File: src/rtl/prog_clk_divider_if.sv
// prog_clk_divider_if: control and status bundle for prog_clk_divider
interface prog_clk_divider_if #(parameter int N_CH = 4, CNT_W = 32, CH_W = 2);
  logic [N_CH-1:0]  en;
  logic             sync;
  logic             load;
  logic [CH_W-1:0]  load_ch;
  logic [CNT_W-1:0] load_div;
  logic [N_CH-1:0]  div_out;
  logic [N_CH-1:0]  tick;
  logic             cfg_err;
  modport master(output en, sync, load, load_ch, load_div, input div_out, tick, cfg_err);
  modport slave(input en, sync, load, load_ch, load_div, output div_out, tick, cfg_err);
endinterface

File: src/rtl/prog_clk_divider.sv
// prog_clk_divider: N_CH-channel runtime-programmable divider with tick and square outputs.
// Define DIV_SHADOW_EN to defer accepted loads on running channels to their next terminal count.
module prog_clk_divider #(
  parameter int N_CH    = 4,
  parameter int CNT_W   = 32,
  parameter int DEF_DIV = 16,
  parameter int CH_W    = 2
) (
  input logic               clk_50MHz,
  input logic               rst,
  prog_clk_divider_if.slave bus
);
  logic ok, cfg_err_q;
  assign ok = bus.load && ({1'b0, bus.load_ch} < (CH_W+1)'(N_CH)) && (bus.load_div >= CNT_W'(2));
  always_ff @(posedge clk_50MHz) cfg_err_q <= rst && bus.load && !ok;
  assign bus.cfg_err = cfg_err_q;
  for (genvar c = 0; c < N_CH; c++) begin : g_ch
    logic [CNT_W-1:0] cnt_q, cnt_d, cnt_n, div_q, div_d;
    logic tick_q, dout_q, dout_d, sel, hit, wrap, restart;
    assign sel = ok && (bus.load_ch == CH_W'(c));
    assign hit = cnt_q == div_q - CNT_W'(1);
`ifdef DIV_SHADOW_EN
    logic [CNT_W-1:0] shd_q, shd_d;
    logic pend_q, pend_d, now, defer;
    // A running channel keeps its phase; the new ratio lands on the wrap edge.
    always_comb begin
      now     = sel && (!bus.en[c] || bus.sync);
      defer   = sel && !now;
      restart = bus.sync || now;
    end
    always_comb begin
      div_d  = now ? bus.load_div : (wrap && pend_q) ? shd_q : div_q;
      shd_d  = defer ? bus.load_div : shd_q;
      pend_d = defer || (pend_q && !wrap && !now);
    end
    always_ff @(posedge clk_50MHz)
      if (!rst) begin
        shd_q  <= CNT_W'(DEF_DIV);
        pend_q <= 1'b0;
      end else begin
        shd_q  <= shd_d;
        pend_q <= pend_d;
      end
`else
    always_comb begin
      restart = bus.sync || sel;
      div_d   = sel ? bus.load_div : div_q;
    end
`endif
    always_comb begin
      wrap   = bus.en[c] && hit && !restart;
      cnt_n  = wrap ? '0 : cnt_q + CNT_W'(1);
      cnt_d  = restart ? '0 : bus.en[c] ? cnt_n : cnt_q;
      dout_d = restart ? 1'b0 : bus.en[c] ? (cnt_n >= div_q - (div_q >> 1)) : dout_q;
    end
    always_ff @(posedge clk_50MHz)
      if (!rst) begin
        cnt_q  <= '0;
        div_q  <= CNT_W'(DEF_DIV);
        tick_q <= 1'b0;
        dout_q <= 1'b0;
      end else begin
        cnt_q  <= cnt_d;
        div_q  <= div_d;
        tick_q <= wrap;
        dout_q <= dout_d;
      end
    assign bus.tick[c]    = tick_q;
    assign bus.div_out[c] = dout_q;
  end
endmodule

File: src/flat_wrapper.sv
// flat-port wrapper written by rule: the top's interface ports become plain ports
module prog_clk_divider_flat 
#(
  parameter int N_CH    = 4,
  parameter int CNT_W   = 32,
  parameter int DEF_DIV = 16,
  parameter int CH_W    = 2
)
  (clk_50MHz, rst, bus_en, bus_sync, bus_load, bus_load_ch, bus_load_div, bus_div_out, bus_tick, bus_cfg_err);
  prog_clk_divider_if #(.N_CH(N_CH), .CNT_W(CNT_W), .CH_W(CH_W)) bus_i ();
  input logic clk_50MHz;
  input logic rst;
  input wire logic [$bits(bus_i.en)-1:0] bus_en;
  input wire logic [$bits(bus_i.sync)-1:0] bus_sync;
  input wire logic [$bits(bus_i.load)-1:0] bus_load;
  input wire logic [$bits(bus_i.load_ch)-1:0] bus_load_ch;
  input wire logic [$bits(bus_i.load_div)-1:0] bus_load_div;
  output wire logic [$bits(bus_i.div_out)-1:0] bus_div_out;
  output wire logic [$bits(bus_i.tick)-1:0] bus_tick;
  output wire logic [$bits(bus_i.cfg_err)-1:0] bus_cfg_err;
  assign bus_i.en = bus_en;
  assign bus_i.sync = bus_sync;
  assign bus_i.load = bus_load;
  assign bus_i.load_ch = bus_load_ch;
  assign bus_i.load_div = bus_load_div;
  assign bus_div_out = bus_i.div_out;
  assign bus_tick = bus_i.tick;
  assign bus_cfg_err = bus_i.cfg_err;
  prog_clk_divider #(.N_CH(N_CH), .CNT_W(CNT_W), .DEF_DIV(DEF_DIV), .CH_W(CH_W)) u_core (.clk_50MHz(clk_50MHz), .rst(rst), .bus(bus_i));
endmodule
File: config.mk
export PLATFORM = sky130hd
export DESIGN_NAME = prog_clk_divider_flat
export DESIGN_NICKNAME = d
export VERILOG_FILES = /design/src/rtl/prog_clk_divider_if.sv /design/src/rtl/prog_clk_divider.sv /design/src/flat_wrapper.sv
export SDC_FILE = /design/constraint.sdc
export NUM_CORES = 1
export LEC_CHECK = 0
export ABC_CLOCK_PERIOD_IN_PS = 10000
export BUFFER_PORTS_ARGS = -buffer_cell sky130_fd_sc_hd__buf_2
export CORE_MARGIN = 4
export CORE_UTILIZATION = 29
export DETAILED_ROUTE_END_ITERATION = 6
export PLACE_DENSITY = 0.46
export SLEW_MARGIN = 25
export SYNTH_ARGS = -nofsm -noshare
export SYNTH_HDL_FRONTEND = slang
export SYNTH_SLANG_ARGS = --single-unit
File: constraint.sdc
create_clock -name clk_50MHz -period 10 [get_ports clk_50MHz]
set_input_delay 1 -clock clk_50MHz [delete_from_list [all_inputs] [get_ports clk_50MHz]]
set_output_delay 1 -clock clk_50MHz [all_outputs]
set_load 0.02 [all_outputs]
==> results of run 1 <==
state kept, by name, summed over array words and instances, names as in the netlist:
register	count
u_core.g_ch.dout_q	4
u_core.g_ch.cnt_q	128
u_core.bus.cfg_err	1
u_core.g_ch.tick_q	4
u_core.g_ch.div_q	128
power by group through the flow:
| stage | sequential, mW | clock [mW] | combinational, mW |
|---|---|---|---|
| 2_1_floorplan | 1.12 | 0 | 0.755 |
| 3_3_place_gp | 1.13 | 0 | 1.00 |
| 3_5_place_dp | 1.13 | 0 | 0.998 |
| 4_1_cts | 1.11 | 1.34 | 1.01 |
| 5_1_grt | 1.11 | 1.37 | 1.13 |
| 6_report | 1.11 | 1.30 | 1.00 |
cell type report:
type                       instances  area (um2)
tap                             1254        1570
inverter                         242         911
sequential                       265        5310
clock inverter                    12        88.8
multi-input combinational       2931       20400
antenna                            7        17.5
clock buffer                      50        1060
fill                           10077       63400
timing repair buffer              71         408
metal layers:
metal / routed length (um) / GRT usage / share of wire
met1: 42500 / 0.233 / 0.50
met2: 37500 / 0.271 / 0.44
met3: 1970 / 0.0179 / 0.023
met4: 2500 / 0.0518 / 0.030
met5: 0 / 0 / 0
how the worst max path moves through the flow:
stage	depth (start not counted)	from	endpoint
after floorplan	20	bus_en[1]	u_core.g_ch[1].dout_q$_SDFFE_PP0P_
final	22	bus_load_div[5]	u_core.g_ch[2].dout_q$_SDFFE_PP0P_
after CTS	22	bus_load_div[1]	u_core.g_ch[2].dout_q$_SDFFE_PP0P_
after global routing	22	bus_load_div[28]	u_core.g_ch[2].dout_q$_SDFFE_PP0P_
after detailed placement	22	bus_load_div[1]	u_core.g_ch[2].dout_q$_SDFFE_PP0P_
after global placement	22	bus_load_div[27]	u_core.g_ch[2].dout_q$_SDFFE_PP0P_
cells in the final DEF, fill, tap and decap left out, drive strengths merged, types with 9 or more instances in the layout:
cell and instances:
or4 10, dfxtp 265, o211ai 17, nand3 104, nand2 286, or3 31, nor2 446, clkbuf 50
ha 384, nor3b 10, xor2 183, buf 71, nor4b 9, and3 54, and4 18, nand2b 52
or2 15, and2 20, nor3 52, o41ai 15, xnor2 274, a21boi 13, o21ai 178, nor2b 78
o31ai 53, a31oi 10, o21bai 34, a21oi 232, inv 245, nand4 70, nand3b 16, a211oi 15
mux2i 74, nor4 41, a21o 26
worst max-delay path, delay by kind of cell:
family / cells / cell delay, ns
AO/OA/AOI/OAI: 9 / 1.96
AND/OR/NAND/NOR: 9 / 1.94
buffers and inverters: 3 / 0.98
adder cells (fa/ha/maj): 1 / 0.22
cells in the mapped netlist, types with 12 or more instances:
library cell | number | share of area
ha_1 | 384 | 0.18
mux2i_1 | 74 | 0.027
o31ai_1 | 53 | 0.015
a21o_1 | 26 | 0.0072
a211oi_1 | 15 | 0.0041
o41ai_1 | 15 | 0.0048
nand2b_1 | 52 | 0.012
xnor2_1 | 274 | 0.088
o21ai_0 | 166 | 0.031
nor4_1 | 40 | 0.0092
buf_1 | 12 | 0.0017
nand3b_1 | 16 | 0.0044
o21bai_1 | 34 | 0.0094
nand3_1 | 103 | 0.019
xor2_1 | 183 | 0.059
nand2_1 | 286 | 0.039
and2_1 | 17 | 0.0039
and4_1 | 18 | 0.0058
o211ai_1 | 17 | 0.0047
or3_1 | 31 | 0.0071
and3_1 | 54 | 0.012
nand4_1 | 70 | 0.016
a21boi_0 | 13 | 0.0036
or2_2 | 15 | 0.0034
nor3_1 | 52 | 0.0096
nor2_1 | 446 | 0.061
inv_1 | 242 | 0.033
clkbuf_1 | 123 | 0.017
a21oi_1 | 232 | 0.043
dfxtp_1 | 265 | 0.19
nor2b_1 | 78 | 0.018
kinds of logic after synthesis:
logic type	Yosys count	synth area share
mux	74	0.0272
flops	265	0.195
fa+ha+maj	388	0.179
compound gates	676	0.153
xor+xnor	460	0.150
buf+inv	397	0.0569
simple gates	1333	0.239
stage by stage:
step,util,hold slack (ns),instances,setup slack (ns)
final,0.320,0.508,4832,4.34
after global routing,0.320,0.524,4828,4.04
after CTS,0.320,0.506,4825,4.36
after detailed placement,0.307,0.497,4763,3.76
after global placement,0.307,0.487,4763,3.71
after floorplan,-,0.461,3593,5.19
==> results.py, run 1 <==
metrics = {
    "die": {
        "rows": 112,
        "initial_core_util": 0.292,
        "ios": 51,
        "core_area_mm2": 0.0932,
        "die_w_um": 314,
        "die_h_um": 314,
        "die_area_mm2": 0.0989,
    },
    "timing": {
        "setup_violations": 0,
        "tightest_slew_ns": 1.04,
        "rsz0062_at_grt": "no",
        "max_freq_ghz": 0.177,
        "slew_headroom": 0.308,
        "period_share": 0.566,
        "fin_skew_ns": 0.0301,
        "slew_viol_final": 0,
        "finalCriticalPeriod_ns": 5.66,
        "hold_viol": 0,
        "setup-tns-final_ns": 0,
    },
    "synthesis": {
        "syn_area_per_cell_um2": 7.58,
        "synth_nets": 4023,
        "seq_area_frac_synth": 0.195,
        "async_flop_share": 0,
        "synthCells": 3593,
        "synth-edff-count": 0,
        "ys_ff_latch": 265,
        "ys.warnings.count": 0,
        "synth_cell_types": 79,
        "synth_area_mm2": 0.0272,
        "ys.flop_type": "dfxtp_1",
    },
    "global_routing": {
        "antenna_found_initial": 9,
        "grt_first_pass_wirelength_um": 131000,
        "grt_overflow_total": 0,
        "grt_max_degree": 82,
        "grt_pass1_vias": 22331,
        "grt.total_usage": 0.167,
    },
    "pwr": {
        "p_comb_frac": 0.294,
        "p_total_mw": 3.41,
        "cellLeakagePower_nw": 12.4,
        "p_seq_frac": 0.326,
        "p_per_area_mw_per_mm2": 114,
        "power_frac_clock": 0.380,
        "p_sw_mw": 1.17,
        "switching_share": 0.343,
        "worst_ir_drop_vdd_mv": 0.0957,
        "p_int_mw": 2.24,
    },
    "route": {
        "drtIter0Drc": 1516,
        "postRouteAntennaNets": 0,
        "drc": 0,
        "routed_wl_um": 84500,
        "avgViaCountPerCell": 4.84,
        "firstDrtPassIters": 5,
        "num_vias": 23395,
        "wl_per_cell_um": 17.5,
    },
    "setup_path": {
        "cp-start-kind": "input pin",
        "crit_arrival_ns": 6.12,
        "path_cells": "buf_2 -> nor4_1 -> nand4_1 -> o21ai_1 -> nor3_2 -> buf_4 -> nor3_1 -> nand4_1 -> nor3_2 -> buf_4 -> or2_2 -> ha_1 -> nand2b_1 -> a21o_1 -> a21oi_1 -> nor2b_1 -> o211ai_1 -> a21oi_1 -> o31a_1 -> o21ai_0 -> a311oi_1 -> o221a_2",
        "max_stage_delay_ns": 0.54,
        "r2r_start": "u_core.g_ch[2].div_q[2]$_SDFFE_PN0P_",
        "r2r-end": "u_core.g_ch[2].dout_q$_SDFFE_PP0P_",
        "r2r_cells": 22,
        "critPathKind": "in -> reg",
        "end_kind": "flop",
        "path_max_fanout": 65,
        "worst_path_max_delay_cell": "buf_4",
        "required_ns": 10.46,
        "r2r_slack_ns": 4.42,
    },
    "job": {
        "cap_violations": 0,
    },
    "clock_tree": {
        "cts_hold_buf": 0,
        "cts_buffers": 35,
        "post_cts.repair.setup_buffers": 0,
        "clock_path_buffers": 3,
        "post_cts_resized": 0,
        "htreeDepth": 2,
        "cts_tree": "yes",
        "numClockSinks": 265,
        "clock_latency_ns": 0.58,
        "clock-root-buffer": "clkbuf_16",
        "path_clk_slew_ns": 0.06,
    },
    "cells_and_area": {
        "stdcell_area_mm2": 0.0298,
        "layout-drive-gt1-share": 0.0473,
        "area_growth_pct": 9.43,
        "fin_nets": 3976,
    },
    "min_path": {
        "whs_endpoint": "u_core.g_ch[0].div_q[0]$_SDFFE_PN0P_",
        "whs_path_depth": 2,
        "hold_class": "reg -> reg",
        "hp-start": "u_core.g_ch[0].div_q[0]$_SDFFE_PN0P_",
    },
    "placement": {
        "gp_congestion": 0.860,
        "port_buffers": 50,
        "placed_area_mm2": 0.0286,
        "dp_hpwl_um": 68000,
    },
    "status": {
        "status": "finished clean",
    },
}
No activity file was read; power rests on OpenSTA's default activity.
==> inputs of run 2 (changes only) <==
Settings changed: ABC_AREA set to 1, ABC_CLOCK_PERIOD_IN_PS 10000 to 4700, PLACE_DENSITY 0.46 to 0.47.
Clock period 10 ns to 4.7 ns, I/O delays scaled along.
==> run 2 against run 1 <==
Worst hold slack got worse by 0.33 ns. Register-to-register slack got worse by 3.9 ns. Non-clock buffer count grew 11. Count of clock-buffer cells in the layout rose by 1. Clock skew is 0.0057 ns lower. Combinational power rose to 3.4 times the previous value. Total power grew to 2.7 times the previous value. Critical endpoint unchanged. Highest routed layer unchanged.
==> results.py, run 2 <==
metrics = {
    "setup_path": {
        "path_buf_inv": 4,
        "crit_family": "simple AND/OR/NAND/NOR gates",
        "crit_arrival_ns": 4.74,
        "max_stage_delay_ns": 0.34,
        "worst_path_max_delay_cell": "dfxtp_1",
        "critical_path.startpoint": "u_core.g_ch[2].div_q[0]$_SDFFE_PN0P_",
        "path_max_fanout": 32,
        "cp-start-kind": "flop",
        "end_kind": "flop",
        "crit_top_cell": "nand2_1",
        "critPathKind": "reg -> reg",
        "required_ns": 5.21,
        "r2r_start": "u_core.g_ch[2].div_q[0]$_SDFFE_PN0P_",
        "path_cells": "inv_1 -> ha_1 -> nand2_1 -> nor2_4 -> nand2_1 -> nor2_2 -> nand2_1 -> xor2_1 -> clkinv_1 -> nor2_1 -> nand2_1 -> nor2_1 -> nand3_2 -> buf_4 -> nand3_1 -> inv_1 -> ha_1 -> nand4_1 -> nor3_2 -> and3_1 -> nand4_1 -> nand3_1 -> nand2_1 -> a21oi_1",
    },
    "synthesis": {
        "synthAdderAreaFrac": 0.163,
        "synth_nets": 5111,
        "synthCells": 4681,
        "synth_area_mm2": 0.0299,
        "ys.warnings.count": 0,
        "synth-edff-count": 0,
        "synth.most_common_cell": "nand2_1",
        "synth_xor_area_frac": 0.108,
        "synth.top_cells.by_area": "dfxtp_1 18%, ha_1 16%, nand2_1 10%",
        "ys.flop_type": "dfxtp_1",
        "seq_area_frac_synth": 0.177,
        "muxShareOfSynthArea": 0,
        "syn_area_per_cell_um2": 6.39,
        "synth_top_family_by_area": "simple AND/OR/NAND/NOR gates",
        "synth_common_cells": "828 x nand2_1, 760 x inv_1, 479 x nor2_1",
        "ys_ff_latch": 265,
        "synth_compound_area_frac": 0.165,
        "async_flop_share": 0,
        "synth_cell_types": 54,
        "synth_top_area_frac": 0.177,
        "synth_top_area_cell": "dfxtp_1",
        "synth-simple-area-share": 0.270,
    },
    "cells_and_area": {
        "reg_top3": "u_core.g_ch.cnt_q: 128 flops, u_core.g_ch.div_q: 128 flops",
        "mostFrequentLayoutCells": "828 x nand2_1, 760 x inv_1, 476 x nor2_1",
        "fillers": 11503,
        "fin_nets": 5105,
        "multiInputGateArea_mm2": 0.0212,
        "area_growth_pct": 10.2,
        "layout_commonest_cell": "nand2_1",
        "regArea_mm2": 0.00531,
        "final_util": 0.323,
        "layout-drive-gt1-share": 0.0538,
    },
    "die": {
        "die_w_um": 329,
        "rows": 117,
        "die_h_um": 329,
        "core_area_mm2": 0.102,
        "ios": 51,
        "initial_core_util": 0.293,
        "die_area_mm2": 0.108,
    },
    "global_routing": {
        "grt_overflow_total": 0,
        "antenna_found_initial": 10,
        "grt_max_degree": 67,
        "grt_pass1_vias": 27679,
        "grt_first_pass_wirelength_um": 162000,
        "grt.total_usage": 0.190,
    },
    "route": {
        "drtIter0Drc": 1963,
        "firstDrtPassIters": 6,
        "wl_per_cell_um": 17.4,
        "avgViaCountPerCell": 4.78,
        "highest_layer": "met4",
        "wl_met3_um": 4860,
        "drc": 0,
        "route.met2.wl_um": 46500,
        "postRouteAntennaNets": 0,
        "wl_met1_um": 51500,
        "num_vias": 29060,
        "routed_wl_um": 106000,
    },
    "clock_tree": {
        "cts_tree": "yes",
        "htreeDepth": 2,
        "clock_latency_ns": 0.58,
        "clock_path_buffers": 3,
        "post_cts.repair.setup_buffers": 0,
        "cts_buffers": 39,
        "numClockSinks": 265,
        "clock-root-buffer": "clkbuf_16",
        "path_clk_slew_ns": 0.06,
    },
    "timing": {
        "slew_viol_final": 0,
        "setup-tns-final_ns": 0,
        "max_freq_ghz": 0.237,
        "slew_headroom": 0.392,
        "fin_skew_ns": 0.0245,
        "period_share": 0.900,
        "setup_violations": 0,
        "tightest_slew_ns": 0.912,
        "finalCriticalPeriod_ns": 4.23,
        "rsz0062_at_grt": "no",
        "layout_setup_ws_ns": 0.472,
        "hold_viol": 0,
    },
    "placement": {
        "dp_hpwl_um": 87100,
        "place_ws_ns": 0.307,
        "port_buffers": 50,
        "gp_congestion": 0.915,
    },
    "job": {
        "cap_violations": 0,
    },
    "min_path": {
        "hp-start": "bus_load",
        "hold_class": "in -> reg",
    },
    "pwr": {
        "cellLeakagePower_nw": 16.2,
        "p_per_area_mw_per_mm2": 276,
        "worst_ir_drop_vdd_mv": 0.417,
    },
    "status": {
        "status": "finished clean",
    },
}
-- run 2: cell types whose count changed in the layout (fill, tap and decap cells not counted), moves of 78 or more --
cell     before  now
inv_1       241  760
o21ai_0     166  377
nand3_1     103  198
a21oi_1     232  430
nor2b_1      78    0
nand2_1     286  828
xnor2_1     274   88
xor2_1      183  281
-- run 2: what timing repair did --
action	CTS	global route
hold buffers	0	0
gates resized for setup	0	7
setup endpoints to repair	0	2
-- run 2: layout make-up --
cell class,instances,share of cell area
Multi-Input combinational cell,3519,0.643
Inverter,768,0.0874
Clock inverter,20,0.00782
Timing Repair Buffer,82,0.0151
Tap cell,1368,0.0519
Sequential cell,265,0.161
Antenna cell,3,0.000228
Clock buffer,51,0.0340
-- run 2: power by group --
| group | switching (mW) | internal [mW] | leakage (nW) |
|---|---|---|---|
| registers | 0.151 | 2.34 | 2.16 |
| clock network | 1.27 | 1.97 | 0.678 |
| logic | 2.20 | 1.17 | 13.3 |
| total | 3.62 | 5.48 | 16.2 |
-- run 2: per-stage QoR --
step | total power, mW | hold slack [ns] | instance area, um2 | instances
detailed placement | 5.88 | 0.508 | 31600 | 6002
finish | 9.09 | 0.181 | 33000 | 6076
floorplan | 4.92 | 0.442 | 29900 | 4681
CTS | 9.19 | 0.134 | 32900 | 6073
global placement | 5.87 | 0.517 | 31600 | 6002
global route | 9.75 | 0.171 | 33000 | 6074
-- run 2: routing by layer --
metal / track usage / vias to the layer above
li1: - / 15157
met3: 0.0197 / 125
met4: 0.0491 / 0
met5: 0 / -
met1: 0.270 / 13187
met2: 0.306 / 591
-- run 2: cell families after synthesis --
| kind of cell | after synthesis |
|---|---|
| flip-flops | 265 |
| AO/OA/AOI/OAI | 928 |
| buffers and inverters | 897 |
| XOR/XNOR | 369 |
| adder cells (fa/ha/maj) | 388 |
| AND/OR/NAND/NOR | 1834 |
-- run 2: final timing paths --
kind	cells past startpoint	slack, ns	end
hold / removal	3	0.18	u_core.bus.cfg_err$_DFF_P_
setup reg to reg	24	0.47	u_core.g_ch[2].dout_q$_SDFFE_PP0P_
hold reg to reg	2	0.51	u_core.g_ch[0].dout_q$_SDFFE_PP0P_
setup / recovery	24	0.47	u_core.g_ch[2].dout_q$_SDFFE_PP0P_
-- run 2: worst reg2reg max path, stage by stage, from the launching register on --
cell      delay [ns]
dfxtp_1         0.34
inv_1           0.18
ha_1            0.27
nand2_1         0.17
nor2_4          0.24
nand2_1         0.20
nor2_2          0.22
nand2_1         0.09
xor2_1          0.15
clkinv_1        0.10
nor2_1          0.11
nand2_1         0.07
nor2_1          0.12
nand3_2         0.08
buf_4           0.27
nand3_1         0.17
inv_1           0.07
ha_1            0.29
nand4_1         0.15
nor3_2          0.22
and3_1          0.26
nand4_1         0.10
nand3_1         0.09
nand2_1         0.05
a21oi_1         0.13
==> inputs of run 3 (changes only) <==
Settings changed: ABC_AREA 1 to not set.
==> run 3 against run 2 <==
Sequential cell count unchanged. Count of clock-buffer cells in the layout increased by 1. Register-to-register slack got worse by 0.40 ns. Critical path type unchanged. Largest cell class unchanged.
==> results.py, run 3 (synthesis gave the netlist of run 1 again) <==
metrics = {
    "timing": {
        "period_share": 0.984,
        "finalCriticalPeriod_ns": 4.62,
        "slew_viol_final": 0,
        "rsz0062_at_grt": "yes",
        "whs_ns": 0.271,
        "slew_headroom": 0.497,
        "max_freq_ghz": 0.216,
        "hold_viol": 0,
        "tightest_slew_ns": 0.754,
        "fin_skew_ns": 0.0192,
        "setup_violations": 0,
    },
    "cells_and_area": {
        "area_growth_pct": 22.0,
        "layout-drive-gt1-share": 0.161,
        "fin_cells": 5174,
        "stdcell_area_mm2": 0.0332,
        "fin_nets": 4325,
        "reg_top3": "u_core.g_ch.cnt_q: 128 flops, u_core.g_ch.div_q: 128 flops",
        "layout_commonest_cell": "nor2_1",
        "mostFrequentLayoutCells": "444 x nor2_1, 365 x ha_1, 350 x buf_4",
        "fillers": 9933,
    },
    "setup_path": {
        "critical_path.startpoint": "u_core.g_ch[0].div_q[1]$_SDFFE_PN0P_",
        "crit_arrival_ns": 5.09,
        "r2r_start": "u_core.g_ch[0].div_q[1]$_SDFFE_PN0P_",
        "critPathKind": "reg -> reg",
        "critPathCapture": "u_core.g_ch[0].dout_q$_SDFFE_PP0P_",
        "path_max_fanout": 4,
        "end_kind": "flop",
        "r2r-end": "u_core.g_ch[0].dout_q$_SDFFE_PP0P_",
        "required_ns": 5.16,
        "cp-start-kind": "flop",
        "r2r_cells": 23,
        "r2r_slack_ns": 0.08,
    },
    "pwr": {
        "p_per_area_mw_per_mm2": 233,
        "worst_ir_drop_vdd_mv": 0.186,
        "p_total_mw": 7.73,
        "cellLeakagePower_nw": 14.3,
    },
    "clock_tree": {
        "cts_tree": "yes",
        "clock_latency_ns": 0.57,
        "clock-root-buffer": "clkbuf_16",
        "numClockSinks": 265,
        "htreeDepth": 2,
        "cts_buffers": 35,
        "path_clk_slew_ns": 0.06,
        "clock_path_buffers": 3,
    },
    "route": {
        "drc": 0,
        "drtIter0Drc": 1485,
        "wl_per_cell_um": 16.9,
        "routed_wl_um": 87600,
        "firstDrtPassIters": 5,
        "num_vias": 24645,
        "postRouteAntennaNets": 0,
        "avgViaCountPerCell": 4.76,
    },
    "min_path": {
        "hp-start": "bus_load_div[0]",
        "hold_class": "in -> reg",
    },
    "global_routing": {
        "antenna_found_initial": 3,
        "grt_overflow_total": 0,
        "grt_max_degree": 66,
        "grt_pass1_vias": 23553,
        "grt.total_usage": 0.172,
        "grt_first_pass_wirelength_um": 135000,
    },
    "job": {
        "cap_violations": 0,
    },
    "die": {
        "die_w_um": 314,
        "rows": 112,
        "die_area_mm2": 0.0989,
        "initial_core_util": 0.292,
        "die_h_um": 314,
        "ios": 51,
        "core_area_mm2": 0.0932,
    },
    "status": {
        "status": "finished clean",
    },
    "placement": {
        "gp_congestion": 0.861,
        "dp_hpwl_um": 69900,
        "dp_cells": 5085,
        "port_buffers": 50,
        "placed_area_mm2": 0.0312,
    },
}
==> run 3: cell types whose count changed in the layout (fill, tap and decap cells not counted), sizes merged, moves of 74 or more <==
cell / previous run / this run
a21oi: 431 / 232
nand2: 832 / 286
nor2b: 0 / 78
o21ai: 383 / 178
buf: 82 / 419
xor2: 281 / 183
mux2i: 0 / 74
nor2: 536 / 446
nand3: 205 / 104
inv: 768 / 242
xnor2: 88 / 274
==> run 3: where the power goes <==
group          leakage, nW  internal [mW]  total, mW  switching [mW]
combinational         11.6           1.17       2.56            1.39
sequential            2.15           2.29       2.32          0.0362
clock                0.572           1.73       2.85            1.12
total                 14.3           5.19       7.73            2.54
==> run 3: worst min-delay path by stage <==
| stage | to | slack (ns) | cells past startpoint |
|---|---|---|---|
| 6_report | u_core.g_ch[3].div_q[0]$_SDFFE_PN0P_ | 0.27 | 3 |
| 5_1_grt | u_core.g_ch[3].div_q[0]$_SDFFE_PN0P_ | 0.27 | 3 |
| 4_1_cts | u_core.bus.cfg_err$_DFF_P_ | 0.23 | 3 |
| 3_5_place_dp | u_core.g_ch[3].div_q[25]$_SDFFE_PN0P_ | 0.51 | 2 |
| 3_3_place_gp | u_core.g_ch[3].div_q[25]$_SDFFE_PN0P_ | 0.51 | 2 |
| 2_1_floorplan | u_core.g_ch[0].div_q[0]$_SDFFE_PN0P_ | 0.46 | 2 |
==> run 3: critical path, stage by stage, from the launching register on <==
cell and delay (ns):
dfxtp_2 0.32, inv_2 0.08, ha_2 0.19, nand4b_1 0.20
buf_4 0.20, or3_1 0.38, o31ai_2 0.30, nand2_1 0.12
nor4_2 0.27, nand3_1 0.18, nor4_4 0.20, buf_6 0.18
or2_4 0.14, ha_4 0.19, nand2b_4 0.13, a21o_1 0.16
a21oi_2 0.11, nor2b_1 0.05, o21ai_1 0.13, a21oi_1 0.08
or4_4 0.52, a31oi_4 0.21, or3_1 0.13, a21oi_1 0.06
==> run 3: area by class of cell <==
type	count	area, um2	share of cell area
multi-input cells	2931	21000	0.633
flip-flops and latches	265	5320	0.160
repair buffers	420	3210	0.0965
well taps	1254	1570	0.0472
clock buffers	52	1030	0.0311
inverters	242	916	0.0276
clock inverters	8	143	0.00429
diodes	2	5.00	0.000151
==> run 3: layer usage <==
layer | vias to the layer above | global-route usage | part of all wire
li1 | 13010 | - | -
met1 | 11199 | 0.253 | 0.51
met2 | 339 | 0.264 | 0.42
met3 | 95 | 0.0178 | 0.031
met4 | 2 | 0.0557 | 0.031
met5 | - | 0 | 0.00015
==> run 3: repair_timing <==
| item | 4_1_cts | 5_1_grt |
|---|---|---|
| endpoints found under the setup margin | 4 | 4 |
| hold buffers | 0 | 0 |
| resized for setup | 12 | 169 |
| buffers inserted | 2 | 24 |
| endpoints found under the hold margin | 0 | 0 |
| gates cloned | 0 | 2 |
| pin swaps | 3 | 74 |
==> run 3: through the flow <==
stage | setup TNS (ns) | setup slack, ns | utilization
after floorplan | 0 | 0.0210 | -
after global placement | -0.230 | -0.0969 | 0.334
after detailed placement | -0.237 | -0.106 | 0.334
after CTS | 0 | 0.0113 | 0.348
after global routing | -0.174 | -0.0949 | 0.356
final | 0 | 0.0770 | 0.356
